**config.mk**
```make
export PLATFORM = sky130hd
export DESIGN_NAME = uart_rx_oversampler
export DESIGN_NICKNAME = d
export VERILOG_FILES = /design/src/rtl/uart_rx_oversampler.sv
export SDC_FILE = /design/constraint.sdc
export NUM_CORES = 1
export LEC_CHECK = 0
export ABC_CLOCK_PERIOD_IN_PS = 4500
export CORE_MARGIN = 1
export CORE_UTILIZATION = 45
export CTS_CLUSTER_SIZE = 10
export DETAILED_ROUTE_END_ITERATION = 8
export GPL_TIMING_DRIVEN = 0
export PLACE_DENSITY = 0.68
export SKIP_LAST_GASP = 1
export SLEW_MARGIN = 15
export SYNTH_ARGS = -nofsm -noshare
export SYNTH_HDL_FRONTEND = slang
export SYNTH_SLANG_ARGS = --single-unit
```
**constraint.sdc**
```tcl
create_clock -name sam_clk -period 4.5 [get_ports sam_clk]
set_input_delay 0.9 -clock sam_clk [delete_from_list [all_inputs] [get_ports sam_clk]]
set_output_delay 0.9 -clock sam_clk [all_outputs]
set_load 0.01 [all_outputs]
```
**src/rtl/uart_rx_oversampler.sv**
```systemverilog
// uart_rx_oversampler: 8N1 UART receiver sampled at OVERSAMPLE x baud, one-byte holding register with framing/overrun flags.
module uart_rx_oversampler #(
    parameter int OVERSAMPLE = 16,
    parameter int DATA_BITS  = 8
) (
    input  logic                 sam_clk,
    input  logic                 reset,
    input  logic                 rx,
    input  logic                 rx_ack,
    output logic [DATA_BITS-1:0] rx_data,
    output logic                 rx_valid,
    output logic                 frame_err,
    output logic                 overrun,
    output logic                 busy
);
    localparam int CW = $clog2(OVERSAMPLE);
    localparam int BW = DATA_BITS > 1 ? $clog2(DATA_BITS) : 1;
    typedef enum logic [2:0] {IDLE, START, DATA, STOP, BRK} state_t;
    state_t               state_q;
    logic                 rx_meta_q, rx_s_q, deliver_q;
    logic [CW-1:0]        cnt_q;
    logic [BW-1:0]        bitn_q;
    logic [DATA_BITS-1:0] shift_q, rx_data_q;
    logic                 rx_valid_q, frame_err_q, overrun_q, busy_q;
    logic                 mid, last;
    assign mid       = cnt_q == CW'(OVERSAMPLE / 2 - 1);
    assign last      = cnt_q == CW'(OVERSAMPLE - 1);
    assign rx_data   = rx_data_q;
    assign rx_valid  = rx_valid_q;
    assign frame_err = frame_err_q;
    assign overrun   = overrun_q;
    assign busy      = busy_q;
    always_ff @(posedge sam_clk or negedge reset) begin
        if (!reset) begin
            rx_meta_q   <= 1'b1;
            rx_s_q      <= 1'b1;
            state_q     <= IDLE;
            cnt_q       <= '0;
            bitn_q      <= '0;
            shift_q     <= '0;
            deliver_q   <= 1'b0;
            rx_data_q   <= '0;
            rx_valid_q  <= 1'b0;
            frame_err_q <= 1'b0;
            overrun_q   <= 1'b0;
            busy_q      <= 1'b0;
        end else begin
            rx_meta_q   <= rx;
            rx_s_q      <= rx_meta_q;
            deliver_q   <= 1'b0;
            frame_err_q <= 1'b0;
            cnt_q       <= cnt_q + CW'(1);
            case (state_q)
                IDLE: begin
                    cnt_q <= '0;
                    if (!rx_s_q) begin
                        state_q <= START;
                        busy_q  <= 1'b1;
                    end
                end
                START: if (mid) begin
                    cnt_q   <= '0;
                    bitn_q  <= '0;
                    state_q <= rx_s_q ? IDLE : DATA;
                    busy_q  <= !rx_s_q;
                end
                DATA: if (last) begin
                    cnt_q           <= '0;
                    shift_q[bitn_q] <= rx_s_q;
                    if (bitn_q == BW'(DATA_BITS - 1))
                        state_q <= STOP;
                    else
                        bitn_q <= bitn_q + BW'(1);
                end
                STOP: if (last) begin
                    cnt_q       <= '0;
                    deliver_q   <= rx_s_q;
                    frame_err_q <= !rx_s_q;
                    state_q     <= rx_s_q ? IDLE : BRK;
                    busy_q      <= !rx_s_q;
                end
                default: begin
                    // line held low after a bad stop bit must not start a new frame
                    cnt_q <= '0;
                    if (rx_s_q) begin
                        state_q <= IDLE;
                        busy_q  <= 1'b0;
                    end
                end
            endcase
            if (deliver_q && (!rx_valid_q || rx_ack)) begin
                rx_data_q  <= shift_q;
                rx_valid_q <= 1'b1;
            end else if (rx_ack) begin
                rx_valid_q <= 1'b0;
            end
            if (deliver_q && rx_valid_q && !rx_ack)
                overrun_q <= 1'b1;
            else if (rx_ack && rx_valid_q)
                overrun_q <= 1'b0;
        end
    end
endmodule

```
# Word-level counts from Yosys, hierarchy flattened
# Index checks and enable logic that the tools add are counted.
# totals
register_bits,33
latch_bits,0
ramBits,0
romBits,0
input_bits,4
out_inout_bits,12
word_cells,81
mem_count,0
# classes
n_addsub,2
n_mul,0
div_mod_pow,0
magnitude_cmp,2
n_eq_ne,12
shift,0
mux,32
n_bitwise,1
n_reduce_logical,20
# ops
operator,n
two-way mux 3 bit,10
two-way mux 1 bit,13
!= test 2 bit (second input constant),6
one-hot mux 3 bit (4 select lines),1
bitwise mux 8 bit,1
two-way mux 4 bit,2
one-hot mux 4 bit (2 select lines),1
== test 3 x 2 -> 1 bit (second input constant),2
one-hot mux 3 bit (2 select lines),1
AND reduction 6 bit,1
nonzero test 2 bit,3
logical AND 1 bit,5
AND reduction 5 bit,1
nonzero test 5 bit,1
adder 4 x 1 -> 4 bit (second input constant),1
== test 4 x 3 -> 1 bit (second input constant),1
== test 4 bit (second input constant),1
< comparator 3 x 4 -> 1 bit (second input constant),1
one-hot mux 1 bit (4 select lines),1
AND reduction 4 bit,1
nonzero test 4 bit,1
adder 3 x 1 -> 3 bit (second input constant),1
demux 1 bit (select 3 bit),1
== test 3 x 1 -> 1 bit (second input constant),1
other kinds (9),11

# Longest topological paths before layout
# Gate-level depths: netlist of the first run.
# logic_depth
depth_word,5
depth_mapped,5
mapped_depth_nobuf,5

# Least setup slack after synthesis of the first run
# Ideal clock, no wire load.
# synth_path
path_type,input -> register
start,input port rx_ack
end,register rx_data_q[0] (netlist: rx_data[0])
setup_time_ns,0.125
arrival_time_ns,1.602
required_time_ns,4.375
path_slack_ns,2.773
cell_stages,3
n_path_buf,0
path_cell_list,nand2b_1 -> nand2_1 -> mux2_2
# synth_via
elab_chain_len,2
# synth_lines
element,line_no,rtl
"start, declared",9,"input logic rx_ack,"
logical OR 1 bit,91,if (deliver_q && (!rx_valid_q || rx_ack)) begin
logical AND 1 bit,91,
"end signal, assigned",92,rx_data_q <= shift_q;
"end, declared",23,"logic [DATA_BITS-1:0] shift_q, rx_data_q;"
# No other way between the ends.
# A chain may end at the register's enable or synchronous reset.

# Worst setup path in the final report of the first run
# layout_path
start,register rx_valid_q (netlist: rx_valid)
end,output port rx_valid
# layout_rtl
element,line_no,rtl
"start, declared",24,"logic rx_valid_q, frame_err_q, overrun_q, busy_q;"
"start signal, assigned",43,rx_valid_q <= 1'b0;
"start signal, assigned",93,rx_valid_q <= 1'b1;
"start signal, assigned",95,rx_valid_q <= 1'b0;
"end, declared",11,"output logic rx_valid,"
# No word-level cell between the ends.

==> qor.yml, run 1 <==
run_status: "finished, final reports clean"
hpwl_um: 1850
clkTransAtPathRegs_ns: 0.09
period_needed_ns: 2.18
top_level_ports: 16
num_rows: 20
cts_inserted_buffers: 5
critPathMaxFanout: 4
yosys_warnings: 0
drc: 0
cts_buffer_depth: 2
grt_usage: 0.175
cp-end-kind: "output pin"
path_buf_inv: 1
path_class: "reg2out"
ys_ff_latch: 33
fin_crit_sh: 0.484
grt_pass1_vias: 1017
fin_skew_ns: 0.00610
start_util: 0.487
finalSetupViolCount: 0
ir_drop_mv: 0.245
p_seq_frac: 0.451
async_flop_share: 1.00
cp_cell_sequence: "clkdlybuf4s50_1"
p_comb_frac: 0.259
port_buffers: 15
p_sw_frac: 0.301
netlist_instances: 129
nets: 158
synth_edf_count: 0
fin_ws_ns: 2.32
clockPowerShare: 0.289
busiest_layer: "met2"
ys_types: 37
hold_buffers: 0
synthesis.area_um2: 1520
via_per_inst: 5.51
use_met3: 0.0628
crit_path_start_kind: "register"
p_per_area_nw_per_um2: 438
rsz0062_at_grt: "no"
htreeDepth: 2
fin_area_um2: 1810
drt_iter0_markers: 32
max-cap-violations: 0
worst_pin_slew_ns: 0.702
first_pass_iters: 4
critical_path_arrival_ns: 1.28
power_mw: 0.792
routed-via-count: 1079
dieWidth_um: 60.2
antenna_found_initial: 0
grt_pass1_wl_um: 4530
wl_um: 2660
core-area_um2: 3130
critical-path-max-stage-delay_ns: 0.55
holdCritPathClass: "reg2reg"
p_int_mw: 0.553
diodes: 0
cts_setup_buffers: 0
chipHeight_um: 60.2
hold_violations: 0
max_clock_freq_mhz: 459
dpl_cell_area_um2: 1720
syn_area_per_cell_um2: 11.8
post_drt_wl_per_cell_um: 13.5
post-place-ws_ns: 2.21
cts_resized: 0
ant_nets: 0
slew_headroom: 0.532
clk_latency_ns: 0.33
switchingPower_mw: 0.239
gp_congestion: 0.834
tns_ns: 0
final_layout_size_suffix_gt1_frac: 0.171
yosysSeqAreaShare: 0.544
synth_nets: 136
power.leakage_nw: 0.842
cts_sinks: 33
path_delay_family: "buffers and inverters"
grt_max_degree: 34
slew_viol_final: 0
ys.flop_type: "dfrtp_1"
die-area_um2: 3620
cts_tree: "done"
met1_usage: 0.229
cpMaxStageDelayCell: "clkdlybuf4s50_1"
synthToLayoutAreaGrowth_pct: 18.7
clk_root_buffer_cell: "clkbuf_4"
grt-ovfl-total: 0
use_met2: 0.259
critPathRequiredTime_ns: 3.60
==> sequential cells by signal, summed over array words and instances (netlist names) <==
signal	flops
bitn_q	3
cnt_q	4
state_q	3
busy	1
rx_valid	1
rx_data	8
frame_err	1
rx_s_q	1
rx_meta_q	1
shift_q	8
deliver_q	1
overrun	1
==> layout by cell type (no fill, tap or decap), types with 3 or more instances in the layout <==
master | netlist | layout
a21oi_1 | 5 | 5
buf_2 | 6 | 7
clkbuf_1 | 2 | 3
clkbuf_4 | 0 | 5
clkdlybuf4s50_1 | 0 | 14
dfrtp_1 | 31 | 31
ha_1 | 3 | 3
inv_1 | 4 | 4
mux2_1 | 8 | 8
mux2_2 | 9 | 9
nand2_1 | 5 | 5
nand2b_1 | 3 | 3
nand4_1 | 4 | 4
nand4b_1 | 4 | 4
nor2_1 | 6 | 6
nor2b_1 | 3 | 3
o21ai_0 | 5 | 5
or3_1 | 3 | 3
==> power by group through the flow <==
stage / sequential, mW / clock [mW] / combinational [mW]
after floorplan: 0.357 / 0 / 0.148
after global placement: 0.359 / 0 / 0.196
after detailed placement: 0.361 / 0 / 0.203
after CTS: 0.356 / 0.235 / 0.204
after global routing: 0.363 / 0.253 / 0.233
final: 0.357 / 0.229 / 0.205
==> logic make-up (layout without fill, tap and decap cells) <==
group,after synthesis,after routing,synth area share
fa+ha+maj,3,3,0.0246
xor+xnor,2,2,0.0115
flops,33,33,0.544
mux,17,17,0.126
compound gates,22,22,0.0977
simple gates,39,39,0.158
buf+inv,13,36,0.0394
==> synthesized netlist by cell type, types with 3 or more instances <==
library cell	count	area, um^2
a21oi_1	5	25.0
or3_1	3	18.8
nor2b_1	3	18.8
mux2_1	8	90.1
o21ai_0	5	25.0
nand4_1	4	25.0
dfrtp_1	31	776
nor2_1	6	22.5
nand2_1	5	18.8
inv_1	4	15.0
mux2_2	9	101
buf_2	6	30.0
nand4b_1	4	35.0
nand2b_1	3	18.8
ha_1	3	37.5
==> path summary, 6_finish.rpt <==
| path | depth (start not counted) | endpoint | slack [ns] | start |
|---|---|---|---|---|
| max | 1 | rx_valid | 2.32 | rx_valid |
| min | 0 | rx_s_q | 0.36 | rx_meta_q |
| max reg2reg | 5 | bitn_q[0] | 2.82 | bitn_q[1] |
| min reg2reg | 0 | rx_s_q | 0.36 | rx_meta_q |
| max in group asynchronous | 1 | state_q[1] | 3.45 | reset |
| min in group asynchronous | 1 | cnt_q[2] | 0.61 | reset |
==> per-layer routing <==
layer	vias to the layer above	part of all wire
li1	515	-
met1	525	0.50
met2	33	0.43
met3	6	0.054
met4	0	0.017
met5	-	0
==> final cells by class <==
class                      count  area [um^2]
buffer                         9         45.0
clock buffer                   7         55.1
clock inverter                 1         30.0
fill                         275         1320
inverter                       4         15.0
multi-input combinational     83          636
sequential                    33          828
tap                           44         55.1
timing repair buffer          15          145
==> per-stage QoR <==
step | cells | util | hold WS [ns]
floorplan | 129 | - | 0.345
global placement | 188 | 0.553 | 0.348
detailed placement | 188 | 0.551 | 0.349
CTS | 196 | 0.578 | 0.363
global route | 196 | 0.578 | 0.372
finish | 196 | 0.578 | 0.361
No activity file was read; power rests on OpenSTA's default activity.
==> inputs of run 2 (changes only) <==
--- a/config.mk
+++ b/config.mk
@@ -5,7 +5,7 @@
 export SDC_FILE = /design/constraint.sdc
 export NUM_CORES = 1
 export LEC_CHECK = 0
-export ABC_CLOCK_PERIOD_IN_PS = 4500
+export ABC_CLOCK_PERIOD_IN_PS = 2050
 export CORE_MARGIN = 1
 export CORE_UTILIZATION = 45
 export CTS_CLUSTER_SIZE = 10
==> constraint.sdc (replaced) <==
create_clock -name sam_clk -period 2.05 [get_ports sam_clk]
set_input_delay 0.41 -clock sam_clk [delete_from_list [all_inputs] [get_ports sam_clk]]
set_output_delay 0.41 -clock sam_clk [all_outputs]
set_load 0.01 [all_outputs]
==> results of run 2 <==
Same layout as run 1 (identical final DEF). Status: finished, final reports clean.
Main changes from that run: setup slack after placement 2.21 ns -> 0.251 ns; clock-pin slew on the worst setup and hold paths 0.09 ns -> 0.10 ns; setup slack after layout 2.32 ns -> 0.363 ns; hold slack 0.361 ns -> 0.117 ns; register-to-register setup slack 2.82 ns -> 0.37 ns; total power 0.792 mW -> 1.74 mW; worst IR drop on VDD 0.245 mV -> 0.538 mV
==> inputs of run 3 (changes only) <==
--- a/config.mk
+++ b/config.mk
@@ -5,13 +5,13 @@
 export SDC_FILE = /design/constraint.sdc
 export NUM_CORES = 1
 export LEC_CHECK = 0
-export ABC_CLOCK_PERIOD_IN_PS = 2050
+export ABC_CLOCK_PERIOD_IN_PS = 1400
 export CORE_MARGIN = 1
 export CORE_UTILIZATION = 45
 export CTS_CLUSTER_SIZE = 10
 export DETAILED_ROUTE_END_ITERATION = 8
 export GPL_TIMING_DRIVEN = 0
-export PLACE_DENSITY = 0.68
+export PLACE_DENSITY = 0.7
 export SKIP_LAST_GASP = 1
 export SLEW_MARGIN = 15
 export SYNTH_ARGS = -nofsm -noshare
==> constraint.sdc (replaced) <==
create_clock -name sam_clk -period 1.4 [get_ports sam_clk]
set_input_delay 0.28 -clock sam_clk [delete_from_list [all_inputs] [get_ports sam_clk]]
set_output_delay 0.28 -clock sam_clk [all_outputs]
set_load 0.01 [all_outputs]
==> qor.yml, run 3 (synthesis gave the netlist of run 1 again) <==
run_status: "finished with violations"
violations: "hold timing, setup timing"
seq_area_um2: 830
grt_max_degree: 34
p_comb_frac: 0.307
critical-path-max-stage-delay_ns: 0.39
synthToLayoutAreaGrowth_pct: 24.1
slew_headroom: 0.528
p_sw_frac: 0.321
max_clock_freq_mhz: 647
p_seq_frac: 0.454
max-cap-violations: 0
path_delay_family: "flip-flops"
hold_violations: 16
clk_latency_ns: 0.33
cts_tree: "done"
dp_cells: 188
core-area_um2: 3130
holdCritPathClass: "in2async"
cts_inserted_buffers: 5
ff2ff_setup_slack_ns: -0.15
cpMaxStageDelayCell: "dfrtp_1"
htreeDepth: 2
p_int_mw: 1.72
cts_sinks: 33
post-place-ws_ns: -0.265
rsz0062_at_grt: "yes"
hpwl_um: 1920
fin_ws_ns: -0.146
cts_buffer_depth: 2
slew_viol_final: 0
power_mw: 2.53
critPathMaxFanout: 3
drt_iter0_markers: 40
path_buf_inv: 0
ir_drop_mv: 0.991
first_pass_iters: 4
p_per_area_nw_per_um2: 1340
ant_nets: 0
critical_path_arrival_ns: 1.76
grt_pass1_wl_um: 4800
chipHeight_um: 60.2
clkTransAtPathRegs_ns: 0.10
cp-end-kind: "register"
clk_root_buffer_cell: "clkbuf_4"
nets: 164
holdWs_ns: -0.00762
post_drt_wl_per_cell_um: 14.2
num_rows: 20
gp_congestion: 0.868
critPathRequiredTime_ns: 1.62
wl_um: 2880
hold_buffers: 0
fin_cells: 202
finalSetupViolCount: 11
crit_path_start_kind: "register"
cp_cell_sequence: "ha_2 -> ha_4 -> nor4bb_1 -> o21ai_1 -> mux2_4"
final_layout_size_suffix_gt1_frac: 0.272
routed-via-count: 1105
dieWidth_um: 60.2
fillCellCount: 267
clockPowerShare: 0.240
layout_common_cells: "dfrtp_1, dlygate4sd2_1, mux2_2"
die-area_um2: 3620
port_buffers: 15
drc: 0
fin_crit_sh: 1.10
grt_pass1_vias: 987
top_level_ports: 16
period_needed_ns: 1.55
path_class: "reg2reg"
start_util: 0.487
antenna_found_initial: 0
power.leakage_nw: 0.915
grt-ovfl-total: 0
switchingPower_mw: 0.811
final_util: 0.604
diodes: 0
final_common_cell: "dfrtp_1"
via_per_inst: 5.47
multi_input_area_um2: 692
worst_pin_slew_ns: 0.708
fin_skew_ns: 0.00387
grt_usage: 0.189
[run 3: per-layer routing]
layer,global-route usage,share of wire
met1,0.237,0.44
met3,0.0606,0.046
met5,0,0
met4,0.0698,0.0038
met2,0.303,0.51
[run 3: timing repair]
| action | 4_1_cts | 5_1_grt |
|---|---|---|
| hold endpoints to repair | 0 | 0 |
| pin swaps | 3 | 1 |
| resized for setup | 17 | 5 |
| setup buffers | 5 | 2 |
| setup endpoints to repair | 26 | 22 |
[run 3: layout make-up]
type	count	area share
Multi-Input combinational cell	83	0.366
Clock buffer	7	0.0344
Sequential cell	33	0.439
Inverter	4	0.00794
Buffer	8	0.0245
Timing Repair Buffer	22	0.0966
Tap cell	44	0.0291
Clock inverter	1	0.00265
[run 3: path summary, 6_finish.rpt]
path                            from    endpoint  cells past startpoint
setup reg to reg           bitn_q[0]   bitn_q[0]                      5
setup / recovery           bitn_q[0]   bitn_q[0]                      5
max in group asynchronous      reset  state_q[2]                      1
hold reg to reg            rx_meta_q      rx_s_q                      0
min in group sam_clk              rx   rx_meta_q                      1
hold / removal                 reset  rx_data[1]                      1
[run 3: worst register-to-register path, delay by kind of cell (launching register included)]
kind                     cells  cell delay, ns
AO/OA/AOI/OAI                1            0.14
adder cells (fa/ha/maj)      2            0.37
flip-flops                   1            0.39
multiplexers                 1            0.28
AND/OR/NAND/NOR              1            0.26
[run 3: power by group through the flow]
stage               Combinational [mW]  Sequential (mW)  Clock, mW
floorplan                        0.497             1.16          0
global placement                 0.654             1.16          0
detailed placement               0.684             1.17          0
CTS                              0.741             1.14      0.629
global route                     0.868             1.16      0.659
finish                           0.775             1.15      0.605
[run 3: metrics by stage]
| step | area (um^2) | setup TNS (ns) |
|---|---|---|
| global placement | 1760 | -20.76 |
| detailed placement | 1760 | -3.10 |
| CTS | 1860 | -0.679 |
| global route | 1890 | -1.61 |
| finish | 1890 | -0.743 |
| floorplan | 1560 | -0.138 |
